### src/rtl/mem_port_arbiter_if.sv
// Bus bundle between the CPU core, the port arbiter and the single-port RAM.
// master = core/RAM side, slave = arbiter side.
interface mem_port_arbiter_if;
    logic        p0_req;
    logic [31:0] p0_addr;
    logic        p0_ready;
    logic        p0_rvalid;
    logic [31:0] p0_rdata;
    logic        p0_err;

    logic        p1_req;
    logic [31:0] p1_addr;
    logic        p1_we;
    logic [31:0] p1_wdata;
    logic [3:0]  p1_be;
    logic        p1_ready;
    logic        p1_rvalid;
    logic [31:0] p1_rdata;
    logic        p1_err;

    logic [31:0] mem_address;
    logic        mem_write_en;
    logic [31:0] mem_write_data;
    logic [31:0] mem_read_data;

    modport master (
        output p0_req, p0_addr,
        input  p0_ready, p0_rvalid, p0_rdata, p0_err,
        output p1_req, p1_addr, p1_we, p1_wdata, p1_be,
        input  p1_ready, p1_rvalid, p1_rdata, p1_err,
        input  mem_address, mem_write_en, mem_write_data,
        output mem_read_data
    );

    modport slave (
        input  p0_req, p0_addr,
        output p0_ready, p0_rvalid, p0_rdata, p0_err,
        input  p1_req, p1_addr, p1_we, p1_wdata, p1_be,
        output p1_ready, p1_rvalid, p1_rdata, p1_err,
        output mem_address, mem_write_en, mem_write_data,
        input  mem_read_data
    );
endinterface

### src/rtl/mem_port_arbiter.sv
// Two-port arbiter (fetch + load/store) onto one word-write RAM, with RMW for partial stores.
// Define ARB_ROUND_ROBIN_EN for round-robin grants; default is fixed priority p1 over p0.
module mem_port_arbiter #(
    parameter int NUM_OF_BYTES = 800
) (
    input logic              clk,
    input logic              reset,
    mem_port_arbiter_if.slave bus
);

    typedef enum logic [1:0] {IDLE, ACCESS, RMW_WR, RESP} state_t;

    localparam logic [31:0] MAX_ADDR = 32'(NUM_OF_BYTES - 4);

    state_t      state_q, state_d;
    logic        port_q, port_d;
    logic [31:0] addr_q, addr_d;
    logic        we_q, we_d;
    logic [31:0] wdata_q, wdata_d;
    logic [3:0]  be_q, be_d;
    logic [31:0] old_q, old_d;
    logic [31:0] rdata_q, rdata_d;
    logic        err_q, err_d;
`ifdef ARB_ROUND_ROBIN_EN
    logic        prio_q, prio_d;
`endif

    logic        grant0, grant1;
    logic        in_range, full_be, zero_be;
    logic [31:0] merged;

    assign in_range = (addr_q <= MAX_ADDR);
    assign full_be  = (be_q == 4'b1111);
    assign zero_be  = (be_q == 4'b0000);

    // Pick at most one winner while idle; ready is the grant itself.
    always_comb begin
        grant0 = 1'b0;
        grant1 = 1'b0;
        if (!reset && state_q == IDLE) begin
`ifdef ARB_ROUND_ROBIN_EN
            grant1 = bus.p1_req && (!bus.p0_req || prio_q);
`else
            grant1 = bus.p1_req;
`endif
            grant0 = bus.p0_req && !grant1;
        end
    end

    // Merge new store lanes over the old word for the RMW write.
    always_comb begin
        merged = old_q;
        for (int k = 0; k < 4; k++) begin
            if (be_q[k]) merged[8*k +: 8] = wdata_q[8*k +: 8];
        end
    end

    // Next-state and latched request/response.
    always_comb begin
        state_d = state_q;
        port_d  = port_q;
        addr_d  = addr_q;
        we_d    = we_q;
        wdata_d = wdata_q;
        be_d    = be_q;
        old_d   = old_q;
        rdata_d = rdata_q;
        err_d   = err_q;
`ifdef ARB_ROUND_ROBIN_EN
        prio_d  = prio_q;
`endif
        unique case (state_q)
            IDLE: begin
                if (grant0 || grant1) begin
                    state_d = ACCESS;
                    port_d  = grant1;
                    addr_d  = grant1 ? bus.p1_addr : bus.p0_addr;
                    we_d    = grant1 && bus.p1_we;
                    wdata_d = grant1 ? bus.p1_wdata : 32'h0;
                    be_d    = grant1 ? bus.p1_be : 4'h0;
`ifdef ARB_ROUND_ROBIN_EN
                    prio_d  = !grant1;
`endif
                end
            end
            ACCESS: begin
                state_d = RESP;
                rdata_d = 32'h0;
                err_d   = 1'b0;
                if (!in_range) begin
                    err_d = 1'b1;
                end else if (!we_q) begin
                    rdata_d = bus.mem_read_data;
                end else if (!full_be && !zero_be) begin
                    old_d   = bus.mem_read_data;
                    state_d = RMW_WR;
                end
            end
            RMW_WR:  state_d = RESP;
            RESP:    state_d = IDLE;
            default: state_d = IDLE;
        endcase
    end

    // State and request registers with synchronous reset.
    always_ff @(posedge clk) begin
        if (reset) begin
            state_q <= IDLE;
            port_q  <= 1'b0;
            addr_q  <= 32'h0;
            we_q    <= 1'b0;
            wdata_q <= 32'h0;
            be_q    <= 4'h0;
            old_q   <= 32'h0;
            rdata_q <= 32'h0;
            err_q   <= 1'b0;
`ifdef ARB_ROUND_ROBIN_EN
            prio_q  <= 1'b1;
`endif
        end else begin
            state_q <= state_d;
            port_q  <= port_d;
            addr_q  <= addr_d;
            we_q    <= we_d;
            wdata_q <= wdata_d;
            be_q    <= be_d;
            old_q   <= old_d;
            rdata_q <= rdata_d;
            err_q   <= err_d;
`ifdef ARB_ROUND_ROBIN_EN
            prio_q  <= prio_d;
`endif
        end
    end

    // Drive handshakes and RAM; everything is forced quiet during reset.
    always_comb begin
        bus.p0_ready       = grant0;
        bus.p1_ready       = grant1;
        bus.p0_rvalid      = 1'b0;
        bus.p0_rdata       = 32'h0;
        bus.p0_err         = 1'b0;
        bus.p1_rvalid      = 1'b0;
        bus.p1_rdata       = 32'h0;
        bus.p1_err         = 1'b0;
        bus.mem_address    = 32'h0;
        bus.mem_write_en   = 1'b0;
        bus.mem_write_data = 32'h0;
        if (!reset) begin
            if (state_q != IDLE) bus.mem_address = addr_q;
            if (state_q == ACCESS && we_q && in_range && full_be) begin
                bus.mem_write_en   = 1'b1;
                bus.mem_write_data = wdata_q;
            end
            if (state_q == RMW_WR) begin
                bus.mem_write_en   = 1'b1;
                bus.mem_write_data = merged;
            end
            if (state_q == RESP) begin
                if (port_q) begin
                    bus.p1_rvalid = 1'b1;
                    bus.p1_rdata  = rdata_q;
                    bus.p1_err    = err_q;
                end else begin
                    bus.p0_rvalid = 1'b1;
                    bus.p0_rdata  = rdata_q;
                    bus.p0_err    = err_q;
                end
            end
        end
    end

endmodule

### src/flat_wrapper.sv
// flat-port wrapper written by rule: the top's interface ports become plain ports
module mem_port_arbiter_flat 
#(
    parameter int NUM_OF_BYTES = 800
)
  (clk, reset, bus_p0_req, bus_p0_addr, bus_p0_ready, bus_p0_rvalid, bus_p0_rdata, bus_p0_err, bus_p1_req, bus_p1_addr, bus_p1_we, bus_p1_wdata, bus_p1_be, bus_p1_ready, bus_p1_rvalid, bus_p1_rdata, bus_p1_err, bus_mem_address, bus_mem_write_en, bus_mem_write_data, bus_mem_read_data);
  mem_port_arbiter_if bus_i ();
  input logic clk;
  input logic reset;
  input wire logic [$bits(bus_i.p0_req)-1:0] bus_p0_req;
  input wire logic [$bits(bus_i.p0_addr)-1:0] bus_p0_addr;
  output wire logic [$bits(bus_i.p0_ready)-1:0] bus_p0_ready;
  output wire logic [$bits(bus_i.p0_rvalid)-1:0] bus_p0_rvalid;
  output wire logic [$bits(bus_i.p0_rdata)-1:0] bus_p0_rdata;
  output wire logic [$bits(bus_i.p0_err)-1:0] bus_p0_err;
  input wire logic [$bits(bus_i.p1_req)-1:0] bus_p1_req;
  input wire logic [$bits(bus_i.p1_addr)-1:0] bus_p1_addr;
  input wire logic [$bits(bus_i.p1_we)-1:0] bus_p1_we;
  input wire logic [$bits(bus_i.p1_wdata)-1:0] bus_p1_wdata;
  input wire logic [$bits(bus_i.p1_be)-1:0] bus_p1_be;
  output wire logic [$bits(bus_i.p1_ready)-1:0] bus_p1_ready;
  output wire logic [$bits(bus_i.p1_rvalid)-1:0] bus_p1_rvalid;
  output wire logic [$bits(bus_i.p1_rdata)-1:0] bus_p1_rdata;
  output wire logic [$bits(bus_i.p1_err)-1:0] bus_p1_err;
  output wire logic [$bits(bus_i.mem_address)-1:0] bus_mem_address;
  output wire logic [$bits(bus_i.mem_write_en)-1:0] bus_mem_write_en;
  output wire logic [$bits(bus_i.mem_write_data)-1:0] bus_mem_write_data;
  input wire logic [$bits(bus_i.mem_read_data)-1:0] bus_mem_read_data;
  assign bus_i.p0_req = bus_p0_req;
  assign bus_i.p0_addr = bus_p0_addr;
  assign bus_p0_ready = bus_i.p0_ready;
  assign bus_p0_rvalid = bus_i.p0_rvalid;
  assign bus_p0_rdata = bus_i.p0_rdata;
  assign bus_p0_err = bus_i.p0_err;
  assign bus_i.p1_req = bus_p1_req;
  assign bus_i.p1_addr = bus_p1_addr;
  assign bus_i.p1_we = bus_p1_we;
  assign bus_i.p1_wdata = bus_p1_wdata;
  assign bus_i.p1_be = bus_p1_be;
  assign bus_p1_ready = bus_i.p1_ready;
  assign bus_p1_rvalid = bus_i.p1_rvalid;
  assign bus_p1_rdata = bus_i.p1_rdata;
  assign bus_p1_err = bus_i.p1_err;
  assign bus_mem_address = bus_i.mem_address;
  assign bus_mem_write_en = bus_i.mem_write_en;
  assign bus_mem_write_data = bus_i.mem_write_data;
  assign bus_i.mem_read_data = bus_mem_read_data;
  mem_port_arbiter #(.NUM_OF_BYTES(NUM_OF_BYTES)) u_core (.clk(clk), .reset(reset), .bus(bus_i));
endmodule
### config.mk
export PLATFORM = sky130hd
export DESIGN_NAME = mem_port_arbiter_flat
export DESIGN_NICKNAME = d
export VERILOG_FILES = /design/src/rtl/mem_port_arbiter_if.sv /design/src/rtl/mem_port_arbiter.sv /design/src/flat_wrapper.sv
export SDC_FILE = /design/constraint.sdc
export NUM_CORES = 1
export LEC_CHECK = 0
export ABC_AREA = 1
export CORE_ASPECT_RATIO = 0.75
export CORE_MARGIN = 10
export CORE_UTILIZATION = 29
export DETAILED_ROUTE_END_ITERATION = 12
export GPL_TIMING_DRIVEN = 0
export PLACE_DENSITY = 0.53
export SLEW_MARGIN = 20
export SYNTH_ARGS = -nofsm -noshare
export SYNTH_HDL_FRONTEND = slang
export SYNTH_SLANG_ARGS = --single-unit
export TNS_END_PERCENT = 20
### constraint.sdc
create_clock -name clk -period 2.2 [get_ports clk]
set_clock_uncertainty 0.2 [all_clocks]
set_input_delay 0.44 -clock clk [delete_from_list [all_inputs] [get_ports clk]]
set_output_delay 0.44 -clock clk [all_outputs]
set_load 0.05 [all_outputs]
==> impl_metrics.csv <==
group,metric,value,unit
synthesis,ys_seq_area_share,37.6,%
place,gp_congestion,0.829,
synthesis,synth_area_leaders,"dfxtp_1 (38%), nor2_1 (12%), nand2_1 (8.9%)",
critical_path,cp_slowest_stage_delay,320,ps
global_route,antenna_found_initial,4,
synthesis,synth_xor_area_share,0,%
route,drc,0,
global_route,grt_pass1_wl,46.5,mm
timing,fin_crit_sh,126,%
synthesis,synth_most_common_cell,"nor2_1",
timing,grt_setup_unrepaired,"yes",
synthesis,syn-cell-area,0.00729,mm^2
die,rows,50,
timing,max_slew_margin,50.3,%
synthesis,synth_top_flop_cell,"dfxtp_1",
synthesis,synthSimpleGateAreaFrac,28.7,%
die,core_area,0.0248,mm^2
clocking,clkSlewWorstSetupHoldPaths,60,ps
power,p_leak,4.78,nW
synthesis,synth_edf_count,0,
synthesis,syn_nets,1211,
critical_path,reg2reg_from,"u_core.state_q[0]$_SDFFE_PP0P_",
clocking,clk_latency,420,ps
clocking,numCtsBuffers,17,
route,vias,8162,
clocking,hold_buffers,0,
die,die-area,0.0320,mm^2
flow_run,maxCapViolCount,0,
synthesis,yosysWarnings,0,
critical_path,timing.rr.end,"u_core.addr_q[30]$_SDFFE_PP0P_",
die,ioPinCount,272,
synthesis,syn_area_per_cell,6.82,um^2
place,portBuffers,271,
critical_path,arrival,2130,ps
timing,timing.fmax,361,MHz
critical_path,endpoint_kind,"primary output",
critical_path,required,1560,ps
critical_path,crit_path_max_fanout,10,
timing,worstMarginPinSlew,746,ps
timing,period_minus_slack,2770,ps
power,peakVddDrop,0.614,mV
synthesis,yosys-top-cells-count,"nor2_1 (234), nand2_1 (172), dfxtp_1 (137)",
place,dp_hpwl,24.0,mm
timing,final_max_slew_viol_count,0,
finish,fill_cells,2438,
power,power_density,823,mW/mm^2
route,wirelength,30.9,mm
route,vias_per_cell,4.72,
synthesis,yosysTopAreaCellShare,37.6,%
clocking,clock_tree.root_cell,"clkbuf_16",
timing,setup_viol,134,
die,die_w,203,um
critical_path,crit_path_cell_trace,"nor2_1 > nand2_1 > nor2_4 > nand3_2 > nor2_4 > buf_12 > buf_8 > nand4_1 > a21oi_2 > buf_6",
place,dp_slack,-1540,ps
critical_path,cp_common_cell,"nor2_4",
synthesis,synth_top_area_cell,"dfxtp_1",
critical_path,critPathLaunch,"u_core.addr_q[23]$_SDFFE_PP0P_",
critical_path,endpoint,"bus_mem_write_data[9]",
critical_path,start_kind,"register",
route,ant_nets,0,
die,die_h,157,um
critical_path,rrSetupSlack,150,ps
synthesis,synth_compound_area_share,20.8,%
global_route,grt_pass1_vias,8152,
finish,area_growth,72.3,%
clocking,cts.sinks,137,
timing,fin_ws,-572,ps
global_route,grt_max_degree,17,
outcome,violations,"setup timing",
clocking,cts_tree,"yes",
critical_path,r2r_cells,10,
global_route,grt_overflow,0,
synthesis,synthAdderAreaFrac,0.686,%
power,total_power,0.0103,W
finish,drive_gt1_share,34.0,%
route,wl_per_cell,17.8,um
route,drt-initial-drc-count,433,
timing,hold_violations,0,
synthesis,ys_ff_latch,137,
synthesis,synth_cells,1070,
critical_path,worstSetupPathType,"register to primary output",
clocking,clk_path_buf_depth,2,
die,start_util,29.4,%
timing,holdWs,273,ps
route,firstDrtPassIters,5,
critical_path,cp_slowest_cell,"dfxtp_2",
synthesis,synth-async-reset-ratio,0,%
global_route,grt_use_total,18.6,%
outcome,status,"finished, violations left",
finish,nets,1520,
synthesis,synth_cell_type_count,31,
hold_path,hold_path_class,"register to register",
synthesis,synth_top_family_by_area,"simple AND/OR/NAND/NOR gates",
synthesis,muxShareOfSynthArea,0,%
clocking,htreeDepth,4,
[power by group]
| group | total, W | switching, W | internal [W] |
|---|---|---|---|
| clock | 0.00297 | 0.00108 | 0.00189 |
| sequential | 0.00310 | 0.000222 | 0.00288 |
| combinational | 0.00427 | 0.00265 | 0.00162 |
[repair_timing]
action | in CTS | in global routing
setup buffers | 11 | 3
gates cloned | 2 | 4
pin swaps | 13 | 16
setup endpoints to repair | 135 | 139
gates resized for setup | 900 | 250
[final cells by class]
type	count	area (um^2)	share of cell area [%]
Clock buffer	23	488	3.88
Timing Repair inverter	1	7.51	0.0597
Inverter	116	454	3.61
Sequential cell	137	2760	21.9
Multi-Input combinational cell	730	4480	35.6
Tap cell	338	423	3.36
Antenna cell	2	5.00	0.0398
Timing Repair Buffer	290	3060	24.4
Buffer	86	774	6.16
Clock inverter	8	118	0.936
[worst max-delay path: cells and delay by family (launching register included)]
kind | cells | cell delay, ps
and+or+nand+nor | 6 | 700
AOI/OAI and AO/OA | 1 | 220
DFF | 1 | 320
buffers and inverters | 3 | 460
[cell families after synthesis]
family	count (synthesis)
adder cells (fa/ha/maj)	4
AND/OR/NAND/NOR	489
AO/OA/AOI/OAI	237
flip-flops	137
buffers and inverters	203
[metal layers]
layer	wire, um	vias up	global-route usage, %
met5	51	-	0
met4	179	6	3.51
li1	-	4096	-
met2	13900	206	28.9
met1	14700	3836	24.9
met3	2030	18	5.96
[layout by cell type, fill, tap and decap left out, drive strengths merged]
| cell | instances |
|---|---|
| clkbuf | 60 |
| buf | 200 |
| clkinvlp | 3 |
| ha | 4 |
| a32o | 34 |
| bufinv | 3 |
| nand4 | 34 |
| o22ai | 22 |
| clkdlybuf4s50 | 135 |
| nor3 | 4 |
| a21oi | 126 |
| nand2 | 203 |
| dlygate4sd2 | 3 |
| clkdlybuf4s15 | 1 |
| o21ai | 44 |
| clkinv | 5 |
| o21bai | 1 |
| nand3 | 7 |
| diode | 2 |
| a31oi | 10 |
| dfxtp | 137 |
| nor2 | 241 |
| inv | 114 |
[worst min path at each step]
stage,start,end,slack [ps],cells after the start
CTS,u_core.wdata_q[31]$_SDFFE_PP0P_,u_core.wdata_q[31]$_SDFFE_PP0P_,270,2
global route,u_core.rdata_q[12]$_SDFFE_PP0P_,u_core.rdata_q[12]$_SDFFE_PP0P_,280,2
floorplan,u_core.wdata_q[31]$_SDFFE_PP0P_,u_core.wdata_q[31]$_SDFFE_PP0P_,240,2
global placement,u_core.wdata_q[31]$_SDFFE_PP0P_,u_core.wdata_q[31]$_SDFFE_PP0P_,250,2
detailed placement,u_core.wdata_q[31]$_SDFFE_PP0P_,u_core.wdata_q[31]$_SDFFE_PP0P_,270,2
finish,u_core.rdata_q[10]$_SDFFE_PP0P_,u_core.rdata_q[10]$_SDFFE_PP0P_,270,2
[stage by stage]
stage / std cells / utilization (%) / cell area (um^2) / TNS [ps]
floorplan: 1070 / - / 7980 / -19770
global placement: 1679 / 44.8 / 11100 / -168860
detailed placement: 1679 / 44.8 / 11100 / -171590
CTS: 1722 / 49.4 / 12300 / -51730
global route: 1730 / 50.6 / 12600 / -52220
finish: 1731 / 50.6 / 12600 / -40000
[state kept, by name (all words and copies together), names as in the netlist]
name            count
u_core.we_q         1
u_core.addr_q      32
u_core.port_q       1
u_core.rdata_q     32
u_core.wdata_q     32
u_core.old_q       32
u_core.err_q        1
u_core.be_q         4
u_core.state_q      2
Power figures use the tool's default switching activity.
